## src/rtl/spi_pkg.sv

```systemverilog
// Shared constants, FSM state type and CRC-8 step function for the SPI frame master.
package spi_pkg;

  localparam logic [7:0] CRC8_POLY  = 8'h1D;
  localparam logic [7:0] CRC8_INIT  = 8'hFF;
  localparam int         FRAME_BITS = 32;

  typedef enum logic [2:0] {
    IDLE  = 3'd0,
    SETUP = 3'd1,
    SHIFT = 3'd2,
    HOLD  = 3'd3,
    DONE  = 3'd4
  } spi_state_e;

  // One MSB-first serial step of CRC-8, poly 0x1D, no reflection.
  function automatic logic [7:0] crc8_step(input logic [7:0] crc, input logic bit_in);
    logic fb;
    fb = crc[7] ^ bit_in;
    return {crc[6:0], 1'b0} ^ (fb ? CRC8_POLY : 8'h00);
  endfunction

endpackage

```

## src/rtl/spi_crc8_serial.sv

```systemverilog
// Bit-serial CRC-8 accumulator; clear reloads the init value for a new frame.
module spi_crc8_serial
  import spi_pkg::*;
(
  input  logic       clk,
  input  logic       rst,
  input  logic       clear,
  input  logic       bit_valid,
  input  logic       bit_in,
  output logic [7:0] crc_out
);

  always_ff @(posedge clk) begin
    if (rst || clear) begin
      crc_out <= CRC8_INIT;
    end else if (bit_valid) begin
      crc_out <= crc8_step(crc_out, bit_in);
    end
  end

endmodule

```

## src/rtl/spi_frame_master.sv

```systemverilog
// SPI master sending a 24-bit payload plus CRC-8 per 32-bit frame and checking the
// CRC of the simultaneously received response. Handshake: a word moves when tx_valid && tx_ready at a clk edge.
module spi_frame_master
  import spi_pkg::*;
#(
  parameter int CLK_DIV  = 4,
  parameter int CS_SETUP = 2,
  parameter int CS_HOLD  = 2,
  parameter int DATA_W   = 24,
  parameter int CRC_W    = 8
) (
  input  logic              clk,
  input  logic              rst,
  input  logic              tx_valid,
  output logic              tx_ready,
  input  logic [DATA_W-1:0] tx_data,
  output logic              rx_valid,
  output logic [DATA_W-1:0] rx_data,
  output logic [CRC_W-1:0]  rx_crc,
  output logic              rx_crc_ok,
  output logic              busy,
  output logic              sck,
  output logic              csn,
  output logic              mosi,
  input  logic              miso
);

  localparam int SLOT   = 2 * CLK_DIV;
  localparam int CNT_W  = 16;
  localparam int BIT_W  = $clog2(FRAME_BITS);
  localparam int DSEL_W = $clog2(DATA_W);

  spi_state_e        state, state_next;
  logic [CNT_W-1:0]  cnt;
  logic [BIT_W-1:0]  bit_cnt;
  logic [BIT_W-1:0]  next_idx;
  logic [DSEL_W-1:0] dsel;
  logic [DATA_W-1:0] tx_word;
  logic [FRAME_BITS-1:0] rx_shift;
  logic [7:0]        tx_crc;
  logic [7:0]        rx_crc_calc;
  logic              handshake, slot_fall, slot_end, last_slot, slot_rise;
  logic              next_is_data, next_bit;

  assign handshake = (state == IDLE) && tx_valid;
  assign slot_fall = (state == SHIFT) && (cnt == CNT_W'(CLK_DIV - 1));
  assign slot_end  = (state == SHIFT) && (cnt == CNT_W'(SLOT - 1));
  assign last_slot = (bit_cnt == BIT_W'(FRAME_BITS - 1));
  assign slot_rise = ((state == SETUP) && (state_next == SHIFT)) || (slot_end && !last_slot);

  // Bit index that the coming rising edge puts on mosi: payload first, then the tx CRC.
  assign next_idx     = (state == SETUP) ? '0 : bit_cnt + 1'b1;
  assign next_is_data = next_idx < BIT_W'(DATA_W);
  assign dsel         = DSEL_W'(BIT_W'(DATA_W - 1) - next_idx);
  assign next_bit     = next_is_data ? tx_word[dsel] : tx_crc[~next_idx[2:0]];

  always_ff @(posedge clk) begin
    if (rst) begin
      state <= IDLE;
    end else begin
      state <= state_next;
    end
  end

  always_comb begin
    state_next = state;
    case (state)
      IDLE:    if (tx_valid) state_next = SETUP;
      SETUP:   if (cnt == CNT_W'(CS_SETUP - 1)) state_next = SHIFT;
      SHIFT:   if (slot_end && last_slot) state_next = HOLD;
      HOLD:    if (cnt == CNT_W'(CS_HOLD - 1)) state_next = DONE;
      DONE:    state_next = IDLE;
      default: state_next = IDLE;
    endcase
  end

  always_comb begin
    tx_ready = (state == IDLE);
    busy     = (state != IDLE);
    csn      = !((state == SETUP) || (state == SHIFT) || (state == HOLD));
    rx_valid = (state == DONE);
  end

  always_ff @(posedge clk) begin
    if (rst) begin
      cnt       <= '0;
      bit_cnt   <= '0;
      sck       <= 1'b0;
      mosi      <= 1'b0;
      tx_word   <= '0;
      rx_shift  <= '0;
      rx_data   <= '0;
      rx_crc    <= '0;
      rx_crc_ok <= 1'b0;
    end else begin
      // One counter serves setup, the sck divider within a slot, and hold.
      if ((state == IDLE) || (state_next != state) || slot_end) begin
        cnt <= '0;
      end else begin
        cnt <= cnt + 1'b1;
      end

      if (handshake) tx_word <= tx_data;

      if (state == SETUP) begin
        bit_cnt <= '0;
      end else if (slot_end && !last_slot) begin
        bit_cnt <= bit_cnt + 1'b1;
      end

      if (slot_rise) begin
        sck  <= 1'b1;
        mosi <= next_bit;
      end else if (slot_fall) begin
        sck      <= 1'b0;
        rx_shift <= {rx_shift[FRAME_BITS-2:0], miso};
      end

      if (state == DONE) mosi <= 1'b0;

      if ((state == HOLD) && (state_next == DONE)) begin
        rx_data   <= rx_shift[FRAME_BITS-1 -: DATA_W];
        rx_crc    <= rx_shift[CRC_W-1:0];
        rx_crc_ok <= (rx_crc_calc == rx_shift[CRC_W-1:0]);
      end
    end
  end

  spi_crc8_serial u_tx_crc (
    .clk       (clk),
    .rst       (rst),
    .clear     (handshake),
    .bit_valid (slot_rise && next_is_data),
    .bit_in    (next_bit),
    .crc_out   (tx_crc)
  );

  spi_crc8_serial u_rx_crc (
    .clk       (clk),
    .rst       (rst),
    .clear     (handshake),
    .bit_valid (slot_fall && (bit_cnt < BIT_W'(DATA_W))),
    .bit_in    (miso),
    .crc_out   (rx_crc_calc)
  );

endmodule

```

## config.mk

```make
export PLATFORM = sky130hd
export DESIGN_NAME = spi_frame_master
export DESIGN_NICKNAME = d
export VERILOG_FILES = /design/src/rtl/spi_pkg.sv /design/src/rtl/spi_crc8_serial.sv /design/src/rtl/spi_frame_master.sv
export SDC_FILE = /design/constraint.sdc
export NUM_CORES = 1
export LEC_CHECK = 0
export ABC_CLOCK_PERIOD_IN_PS = 7580
export CAP_MARGIN = 20
export CORE_UTILIZATION = 40
export DETAILED_ROUTE_END_ITERATION = 7
export GPL_TIMING_DRIVEN = 0
export PLACE_DENSITY = 0.66
export SLEW_MARGIN = 10
export SYNTH_ARGS = -nofsm -noshare
export SYNTH_HDL_FRONTEND = slang
export SYNTH_SLANG_ARGS = --single-unit
```

## constraint.sdc

```tcl
create_clock -name clk -period 7.58 [get_ports clk]
set_input_delay 0.758 -clock clk [delete_from_list [all_inputs] [get_ports clk]]
set_output_delay 0.758 -clock clk [all_outputs]
set_load 0.01 [all_outputs]
```

==> Word level (Yosys, flattened, before mapping) <==
Index checks and enable logic that the tools add are counted.
{ "op_classes": {"addsub": 3, "multipliers": 0, "div_mod_pow": 0, "order_cmp": 4, "n_eq_ne": 12, "shift": 0, "muxes": 15, "bitwise_logic": 6, "n_reduce_logical": 24} }
{ "ops": {"columns": ["op", "n"], "rows": [
  ["16-bit by 1-bit adder with 16-bit output (second input constant)", 1],
  ["16-bit by 1-bit == test with 1-bit output (second input constant)", 1],
  ["16-bit by 2-bit == test with 1-bit output (second input constant)", 1],
  ["16-bit by 3-bit == test with 1-bit output (second input constant)", 1],
  ["8-bit XOR", 2],
  ["5-bit 2-to-1 mux", 3],
  ["3-bit 2-to-1 mux", 4],
  ["3-bit case mux with 4 select lines", 1],
  ["5-bit less-than comparator (second input constant)", 2],
  ["3-bit by 2-bit == test with 1-bit output (second input constant)", 3],
  ["1-bit logical AND", 9],
  ["8-bit == test", 1],
  ["3-bit == test (second input constant)", 2],
  ["1-bit logical OR", 6],
  ["5-bit by 6-bit less-than comparator with 1-bit output (second input constant)", 1],
  ["2-bit OR reduction", 3],
  ["5-bit by 1-bit adder with 5-bit output (second input constant)", 1],
  ["1-bit binary-select mux with 5-bit select", 1],
  ["5-bit == test (second input constant)", 1],
  ["1-bit 2-to-1 mux", 5],
  ["5-bit subtractor (first input constant)", 1],
  ["3-bit by 4-bit less-than comparator with 1-bit output (second input constant)", 1],
  ["1-bit binary-select mux with 3-bit select", 1],
  ["3-bit by 1-bit == test with 1-bit output (second input constant)", 1],
  ["9 further kinds", 11]
]} }
{ "word_totals": {"reg_bits": 131, "latch_bits": 0, "mem_bits_rw": 0, "rom_bits": 0, "in_bits": 28, "out_inout_bits": 39, "elab_cells": 76, "mem_count": 0} }

==> Logic depth before layout (Yosys ltp) <==
{ "depth": {"depth_word": 10, "mapped_depth": 10, "depth_no_buf": 10} }

==> Modules after synthesis <==
A second synthesis with hierarchy kept.
{ "unflattened": {"hier_cells": 655, "hier_area_um2": 5595.4} }
{ "by_module_without_submodules": {"columns": ["module", "instances", "cells_per_inst", "area_each_um2", "seq_area_each_um2"], "rows": [
  ["spi_frame_master", 1, 593, 4877.2, 2302.2],
  ["spi_crc8_serial", 2, 31, 359.1, 160.2]
]} }

==> Least setup slack after synthesis <==
No wires, ideal clock.
{ "synth_timing": {"kind": "register to register", "startpoint": "reg bit_cnt[0]", "endpoint": "reg u_tx_crc.crc_out[0]", "setup_time_ps": 114, "arrival_time_ps": 2340, "required_ps": 7466, "slack_ps": 5126, "path_stages_with_launch": 11, "path_buffers": 0, "synth_period_minus_slack_ps": 2454, "cell_sequence": "dfxtp_1 > ha_1 > and3_2 > ha_1 > nor2b_1 > ha_1 > o221ai_1 > a31oi_1 > a311oi_4 > xnor2_1 > a21o_1"} }
{ "synth_via": {"elab_chain_len": 9, "word_cells_on_any_way": 23, "cone_classes": "add/sub (2); order compare (1); eq/ne (2); mux (9); bitwise (3); reduce/logical (6)"} }
{ "synth_rtl": {"columns": ["element", "line_no", "rtl"], "rows": [
  ["start: declaration", "spi_frame_master.sv:35", "logic [BIT_W-1:0] bit_cnt;"],
  ["start signal: assignment", "spi_frame_master.sv:108", "bit_cnt <= bit_cnt + 1'b1;"],
  ["5-bit by 1-bit adder with 5-bit output", "spi_frame_master.sv:52", "assign next_idx = (state == SETUP) ? '0 : bit_cnt + 1'b1;"],
  ["5-bit 2-to-1 mux", "spi_frame_master.sv:52", null],
  ["5-bit subtractor / 3-bit inverter (equally long branches)", "spi_frame_master.sv:54, spi_frame_master.sv:55", null],
  ["1-bit binary-select mux with 5-bit select / 1-bit binary-select mux with 3-bit select (equally long branches)", "spi_frame_master.sv:55", "assign next_bit = next_is_data ? tx_word[dsel] : tx_crc[~next_idx[2:0]];"],
  ["1-bit 2-to-1 mux (not written as such)", "spi_frame_master.sv:55", null],
  ["1-bit 2-to-1 mux", "spi_frame_master.sv:55", null],
  ["1-bit XOR", "spi_pkg.sv:19", "fb = crc[7] ^ bit_in;"],
  ["5-bit 2-to-1 mux", "spi_pkg.sv:20", "return {crc[6:0], 1'b0} ^ (fb ? CRC8_POLY : 8'h00);"],
  ["8-bit XOR", "spi_pkg.sv:20", null],
  ["end signal: assignment", "spi_crc8_serial.sv:17", "crc_out <= crc8_step(crc_out, bit_in);"],
  ["end: declaration", "spi_crc8_serial.sv:10", "output logic [7:0] crc_out"]
]} }
Several ways; a longest one is shown, not always the timed one. The select of a mux whose other input is x is not followed.
A chain may end at the register's enable or synchronous reset.

==> Worst setup path in the final report <==
{ "layout_timing": {"startpoint": "reg state[2]", "endpoint": "out tx_ready"} }
{ "layout_via": {"elab_chain_len": 1} }
{ "layout_rtl": {"columns": ["element", "line_no", "rtl"], "rows": [
  ["start: declaration", "spi_frame_master.sv:33", "spi_state_e state, state_next;"],
  ["start signal: assignment", "spi_frame_master.sv:61", "state <= state_next;"],
  ["3-bit logical NOT", "spi_frame_master.sv:78", "tx_ready = (state == IDLE);"],
  ["end: declaration", "spi_frame_master.sv:15", "output logic tx_ready,"]
]} }
Every way passes these cells.

==> results.toml <==
[power]
power.total_mw = 1.613
power_frac_clock = 0.509
pwr-share-comb = 0.053
p_sw_mw = 0.3576
power.internal_mw = 1.255
p_leak_nw = 2.396
peakVddDrop_mv = 0.1218
powerDensity_nw_per_um2 = 233.1
pwr-share-seq = 0.438
p_sw_frac = 0.2217

[setup_path]
r2r_slack_ps = 4900
crit_buf_inv = 2
critPathTopFamily = "buffers and inverters"
r2r_end = "u_tx_crc.crc_out[5]"
end_kind = "output pin"
arrival_ps = 2120
r2r_start = "cnt[9]"
startpoint_type = "flop"
slowest_delay_ps = 660
rr_worst_depth = 7
slowest_stage = "clkdlybuf4s50_1"
required_ps = 6820
crit_type = "reg2out"
crit_chain = "clkbuf_1, nor3_1, clkdlybuf4s50_1"
crit_fanout = 9
worstSetupPathDepth = 3

[clocking]
cts_resized = 0
h-tree-depth = 4
clkLatencyLatePin_ps = 420
clock_tree.root_cell = "clkbuf_16"
cts_tree = "built"
cts.clk_slew.worst_paths_ps = 60
post_cts_buffers = 0
cts_buffers = 17
clock_path_buffers = 2
clock_sinks = 131
cts_hold_buf = 0

[drt]
vias_per_cell = 5.037
drc = 0
dr.first_iter.drc_count = 303
finalWirelength_mm = 12.50
vias = 4765
antenna_left = 0
post_drt_wl_per_cell_um = 13.21
drt_first_pass_iters = 5

[logic_synthesis]
syn_nets = 707
synth_top_area_share = 0.4818
ys_async_sr_fraction = 0
yosysUniqueCellTypes = 51
synthCells = 674
synthTopCellsByArea = "dfxtp_1 48%, nand2_1 15%, a21oi_1 8.9%"
synth.cell_area_um2 = 5443
syn_area_per_cell_um2 = 8.075
synth-edff-count = 0
synth_flop_cell = "dfxtp_1"
post-synth-top-count-cell = "nand2_1"
synth_common_cells = "217 x nand2_1, 131 x dfxtp_1, 97 x a21oi_1, 34 x nor2_1, 32 x clkbuf_1"
synth_top_area_cell = "dfxtp_1"
yosysSeqAreaShare = 0.4818
yosys_warnings = 0
synth-seq-cells = 131

[timing]
clock.fmax_ghz = 0.3478
fin_ws_ps = 4704
finalCritPeriodShare = 0.3794
finalHoldViolCount = 0
period_needed_ps = 2876
setup_viol = 0
tightest_slew_ps = 672.2
rsz0062_at_grt = "false"
whs_ps = 453.3
relSlewSlack = 0.5484
fin_worst_skew_ps = 8.569
tns_ps = 0
slew_viol_final = 0

[die]
core.rowCount = 42
start_util = 0.4110
die_w_um = 118.7
core_area_um2 = 13240
io_pins = 67
die_h_um = 118.7
dieArea_um2 = 14080

[placed_design]
port_buffers = 65
placed_cells = 915
place_ws_ps = 4926
gp_congestion = 0.9341
dp_hpwl_mm = 9.068
post_dp_cell_area_um2 = 6314

[hold_path]
hp-class = "reg2reg"
hold_depth = 2
hold_start = "rx_shift[31]"
hold_path_end = "rx_shift[31]"

[global_routing]
grt_pass1_vias = 4485
grt_start_max_net_pins = 17
grt_pass1_wl_mm = 20.67
grt.overflow.total = 0
antenna_found_initial = 0
grt.total_usage = 0.1843

[final_layout]
fillCellCount = 1260
final_cells = 946
final-seq-area_um2 = 2623
multi_input_area_um2 = 2644
num_antenna_cells = 0
syn_to_final_growth_pct = 27.10
drive_gt1_frac = 0.07143
final_util = 0.5224
stdcell_area_um2 = 6918
fin_nets = 791

[run_status]
status = "completed"

[flow_run]
drv_cap = 0
sequential cells by signal, indices dropped and copies added, names as in the netlist:
signal / count
rx_shift: 32
rx_data: 24
tx_word: 24
cnt: 16
rx_crc: 8
u_rx_crc.crc_out: 8
u_tx_crc.crc_out: 8
bit_cnt: 5
state: 3
mosi: 1
rx_crc_ok: 1
sck: 1
layer usage:
layer | vias to the layer above | global-route usage | part of all wire
met4 | 0 | 0.09968 | 0.023
met3 | 23 | 0.04344 | 0.038
li1 | 2426 | - | -
met1 | 2204 | 0.2230 | 0.47
met2 | 112 | 0.3015 | 0.47
met5 | - | 0 | 0
kinds of logic after synthesis:
kind of cell	Yosys count	synth area share
xor+xnor	39	0.06414
simple gates	313	0.2462
mux	12	0.02782
flops	131	0.4818
fa+ha+maj	5	0.01149
buf+inv	45	0.03241
compound gates	129	0.1361
cell type report:
class / instances / share of cell area
Inverter: 6 / 0.003256
Clock inverter: 10 / 0.01791
Clock buffer: 21 / 0.06945
Sequential cell: 131 / 0.3791
Tap cell: 176 / 0.03183
Timing Repair Buffer: 65 / 0.09405
Multi-Input combinational cell: 498 / 0.3822
Buffer: 39 / 0.02225
cells in the final DEF (no fill, tap or decap), types with 3 or more instances in the layout:
cell	instances
nor2_1	34
xnor2_1	16
clkinvlp_4	5
inv_1	6
buf_2	6
o221ai_1	4
and3_1	6
o211ai_1	3
a21oi_1	97
nand4_1	6
ha_1	5
clkbuf_8	4
nand3_1	14
nand2_1	217
dfxtp_1	131
nor4_1	7
xor2_1	22
o21ai_0	8
a31oi_1	6
clkdlybuf4s50_1	65
mux2_2	3
mux2i_1	5
and2_1	4
nor3_1	6
clkbuf_16	17
clkbuf_1	32
how the worst max path moves through the flow:
stage                    start             endpoint  slack [ps]
floorplan           bit_cnt[0]  u_tx_crc.crc_out[0]        5130
global placement    bit_cnt[1]  u_tx_crc.crc_out[4]        4970
detailed placement  bit_cnt[1]  u_tx_crc.crc_out[0]        4930
CTS                   state[2]             tx_ready        4700
global route          state[2]                 busy        4630
finish                state[2]             tx_ready        4700
power groups by stage:
stage / clock, mW / sequential [mW] / combinational, mW
global placement: 0 / 0.720 / 0.0835
CTS: 0.836 / 0.706 / 0.0857
floorplan: 0 / 0.719 / 0.0510
detailed placement: 0 / 0.721 / 0.0851
global route: 0.869 / 0.707 / 0.0940
finish: 0.821 / 0.706 / 0.0858
worst register-to-register path, delay by kind of cell, from the launching register on:
kind	cells	cell delay, ps
AOI/OAI and AO/OA	1	120
and+or+nand+nor	5	1820
DFF	1	360
muxes	1	250
(Power assumes the default switching activity.)
==> edit 1 (config.mk and constraints unchanged) <==
Encoding of `spi_state_e`: now one-hot (5 bits for 5 states).
--- a/src/rtl/spi_pkg.sv
+++ b/src/rtl/spi_pkg.sv
@@ -5,12 +5,12 @@
   localparam logic [7:0] CRC8_INIT  = 8'hFF;
   localparam int         FRAME_BITS = 32;
 
-  typedef enum logic [2:0] {
-    IDLE  = 3'd0,
-    SETUP = 3'd1,
-    SHIFT = 3'd2,
-    HOLD  = 3'd3,
-    DONE  = 3'd4
+  typedef enum logic [4:0] {
+    IDLE  = 5'b00001,
+    SETUP = 5'b00010,
+    SHIFT = 5'b00100,
+    HOLD  = 5'b01000,
+    DONE  = 5'b10000
   } spi_state_e;
 
   // One MSB-first serial step of CRC-8, poly 0x1D, no reflection.
Check against the original RTL: no difference found for any inputs over 10 cycles, from zero or initial values and one cycle with rst high; not proved beyond that.
==> edit 1 against the original RTL <==
  * Combinational power fell by 14%
  * Power rose by 3.6%
  * Sequential share of layout area fell by 0.48 points
  * Setup slack got worse by 62 ps
  * Critical endpoint is now mosi
  * Die area rose by 2.7%
  * Clock skew rose by 3.8 ps
  * Core utilization rose by 0.64 points
  * Synthesized cell count rose by 1.2%
  * Area after synthesis rose by 2.8%
  * Final area rose by 2.8%
  * Sequential cell count rose by 2
  * Routed wire length rose by 5.6%
  * Non-clock buffer count rose by 3
==> edit 1: results (changes against the original RTL) <==
| Metric | Value |
|---|---|
| Share of cells above drive strength 1 | `7.31% (+0.16 points)` |
| CP max FO | `5 (-4)` |
| DP Area | `0.00648 mm^2 (+2.6%)` |
| Vias in the first global route | `4651 (+3.7%)` |
| Outcome | `complete, no violations` |
| Area of the multi-input gates | `0.00274 mm^2 (+3.6%)` |
| Post-synthesis sequential area ratio | `47.6% (-0.60 points)` |
| Reg-to-Reg Start | `bit_cnt[0]` |
| Hold Path End | `tx_word[18]` |
| Layout net count | `800 (+1.1%)` |
| Sw power | `366 uW (+2.4%)` |
| Leak Pwr | `0.00246 uW (+2.6%)` |
| Flop2flop setup slack | `4640 ps (-260 ps)` |
| Slowest stage delay, CP | `460 ps (-200 ps)` |
| GRT Total Usage | `19.1% (+0.70 points)` |
| Final HPWL DP | `9520 um (+5.0%)` |
| Post-placement setup slack | `4710 ps (-215 ps)` |
| Synth unique cells | `54 (+5.9%)` |
| Port bufs | `66 (+1.5%)` |
| Layout Cells excl Fill | `956 (+1.1%)` |
| Largest cells by area after synthesis | `dfxtp_1, nand2_1, a21oi_1` |
| Detailed-route wire length | `13200 um (+5.6%)` |
| Hold_ws | `451 ps (-2.49 ps)` |
| Crit path max-delay family | `compound AO/OA/AOI/OAI gates` |
| RR Endpoint | `mosi` |
| Critical path data arrival time | `3280 ps (+1160 ps)` |
| Placer Congestion | `0.833 (-11%)` |
==> edit 1: cell types whose count changed after synthesis, sizes merged, moves of 4 or more <==
cell    delta
o21ai      -5
mux2       -4
a21oi      +5
a31oi      -6
nor3       +8
o221ai     -5
nor4b      +4
nor4       -5
xor2       +4
==> edit 1: final cells by class <==
type	instances	area share (%)
timing repair buffer	66	9.29
sequential	133	37.4
clock buffer	19	6.23
inverter	6	0.317
buffer	41	2.39
clock inverter	13	2.74
tap	176	3.10
multi-input combinational	502	38.5
==> edit 1: cells by family (layout without fill, tap and decap cells) <==
logic type | after synthesis | after routing | synth area share, %
AO/OA/AOI/OAI | 127 | 127 | 13.1
multiplexers | 13 | 13 | 3.67
buffers and inverters | 47 | 145 | 3.44
adder cells (fa/ha/maj) | 5 | 5 | 1.12
flip-flops | 133 | 133 | 47.6
AND/OR/NAND/NOR | 317 | 317 | 24.7
XOR/XNOR | 40 | 40 | 6.40
==> edit 1: worst max path at each step <==
stage	startpoint	end	slack, ps	cells after the start
after global placement	bit_cnt[0]	mosi	4700	11
final	bit_cnt[0]	mosi	4640	11
after CTS	state[3]	csn	4640	5
after detailed placement	bit_cnt[0]	mosi	4710	11
after floorplan	bit_cnt[0]	mosi	4860	11
after global routing	state[1]	mosi	4450	11
==> edit 1: layer usage <==
metal	up-vias	global-route usage (%)	routed length, um
li1	2472	-	-
met1	2343	24.2	6110
met2	95	31.8	6430
met3	16	4.01	445
met4	0	7.41	219
met5	-	0	0
==> edit 1: power by group through the flow <==
stage / logic, uW / registers (uW) / clock network [uW]
6_report: 74.2 / 714 / 883
5_1_grt: 81.7 / 715 / 925
4_1_cts: 74.6 / 714 / 896
3_5_place_dp: 74.2 / 730 / 0
3_3_place_gp: 72.6 / 729 / 0
2_1_floorplan: 43.7 / 728 / 0
==> edit 2 (same settings) <==
Without the edit above. Change the parameter `DATA_W` from 24 to 12.
--- a/src/rtl/spi_frame_master.sv
+++ b/src/rtl/spi_frame_master.sv
@@ -6,7 +6,7 @@
   parameter int CLK_DIV  = 4,
   parameter int CS_SETUP = 2,
   parameter int CS_HOLD  = 2,
-  parameter int DATA_W   = 24,
+  parameter int DATA_W   = 12,
   parameter int CRC_W    = 8
 ) (
   input  logic              clk,
Interface: changed (resized rx_data and tx_data); port bits go from 67 to 43. The function was not compared with the original's and may differ.
==> edit 2 against the original RTL <==
  * Synthesized cell count decreased by 16%
  * Area after synthesis decreased by 14%
  * Sequential share of layout area increased by 0.17 points
  * Global-route usage increased by 0.082 points
  * Final area decreased by 19%
  * Sequential power decreased by 19%
  * Via count decreased by 18%
  * Routed wire length decreased by 20%
  * Worst hold slack about the same
  * Power decreased by 29%
  * Setup slack improved by 260 ps
  * Sequential cell count decreased by 24
==> edit 2: results (changes against the original RTL) <==
| Metric | Value |
|---|---|
| Synthesized net count | `589 (-17%)` |
| Clk_lat worst skew | `350 ps (-70 ps)` |
| Largest regs | `rx_shift (32), cnt (16)` |
| Iter 0 DRT Violations | `152 (-50%)` |
| Placed Cells | `754 (-18%)` |
| Post-synth top cells | `nand2_1, dfxtp_1, a21oi_1` |
| XOR/XNOR Fraction of Synth Area | `5.96% (-0.45 points)` |
| Vias in the first global route | `3727 (-17%)` |
| Largest cells by area after synthesis | `dfxtp_1, nand2_1, a21oi_1` |
| Pre-antenna DRT Iters | `4 (-1)` |
| Placer Congestion | `0.788 (-16%)` |
| Switch share | `22.8% (+0.66 points)` |
| Filler cell count | `1118 (-11%)` |
| Hold Path End | `rx_crc[2]` |
| GRT Total Usage | `18.5% (+0.082 points)` |
| Final HPWL DP | `7190 um (-21%)` |
| Mean cell area of the mapped netlist | `8.26 um^2 (+2.3%)` |
| Largest net degree at the start of global routing | `19 (+2)` |
| Via count | `3898 (-18%)` |
| Post-synthesis compound-gate area fraction | `13.8% (+0.18 points)` |
| Share of cells above drive strength 1 | `7.81% (+0.67 points)` |
| Layout Cells excl Fill | `770 (-19%)` |
| Synth unique cells | `53 (+3.9%)` |
| Critical path data arrival time | `1860 ps (-260 ps)` |
| Cts bufs inserted | `9 (-8)` |
| Max-slew headroom | `62.1% (+7.2 points)` |
| First-pass GRT wire length | `17400 um (-16%)` |
| Routed len/inst | `13.0 um (-1.2%)` |
| Period minus WS final | `2620 ps (-256 ps)` |
| Port bufs | `42 (-35%)` |
| Reg-to-Reg Start | `bit_cnt[0]` |
| H-Tree Depth | `3 (-1)` |
| DP Area | `0.00530 mm^2 (-16%)` |
| RR Endpoint | `u_tx_crc.crc_out[3]` |
| Post-synthesis sequential area ratio | `45.6% (-2.6 points)` |
| Outcome | `complete, no violations` |
| Clock-pin slew on the worst setup and hold paths | `roughly 70 ps` |
| Layout net count | `642 (-19%)` |
| Hold_ws | `453 ps (-0.417 ps)` |
| VDD IR max | `0.000163 V (+34%)` |
edit 2: metrics by stage:
step / worst slack (ps) / util, %
finish: 4960 / 49.3
global route: 4790 / 49.3
CTS: 4940 / 49.3
detailed placement: 4830 / 46.4
global placement: 4920 / 46.4
floorplan: 5290 / -
edit 2: routing by layer:
metal	global-route usage, %	part of all wire [%]
met1	24.1	49
met2	30.4	47
met3	4.70	3.6
met4	4.79	1.0
met5	0	0
edit 2: worst max-delay path: stages (launching register included):
cell,delay [ps]
dfxtp_1,300
clkbuf_2,160
nor3_1,420
clkdlybuf4s50_1,630
edit 2: final cells by class:
cell class	count	area share, %
multi-input cells	419	42.1
flip-flops and latches	107	38.1
repair buffers	42	7.47
clock buffers	9	4.00
well taps	143	3.18
plain buffers	35	2.82
clock inverters	7	1.80
inverters	8	0.534
edit 2: power by group through the flow:
stage	combinational [uW]	clock (uW)	sequential, uW
after CTS	70.1	522	573
final	69.2	510	573
after floorplan	44.2	0	585
after global routing	77.4	544	574
after global placement	68.2	0	586
after detailed placement	69.7	0	587
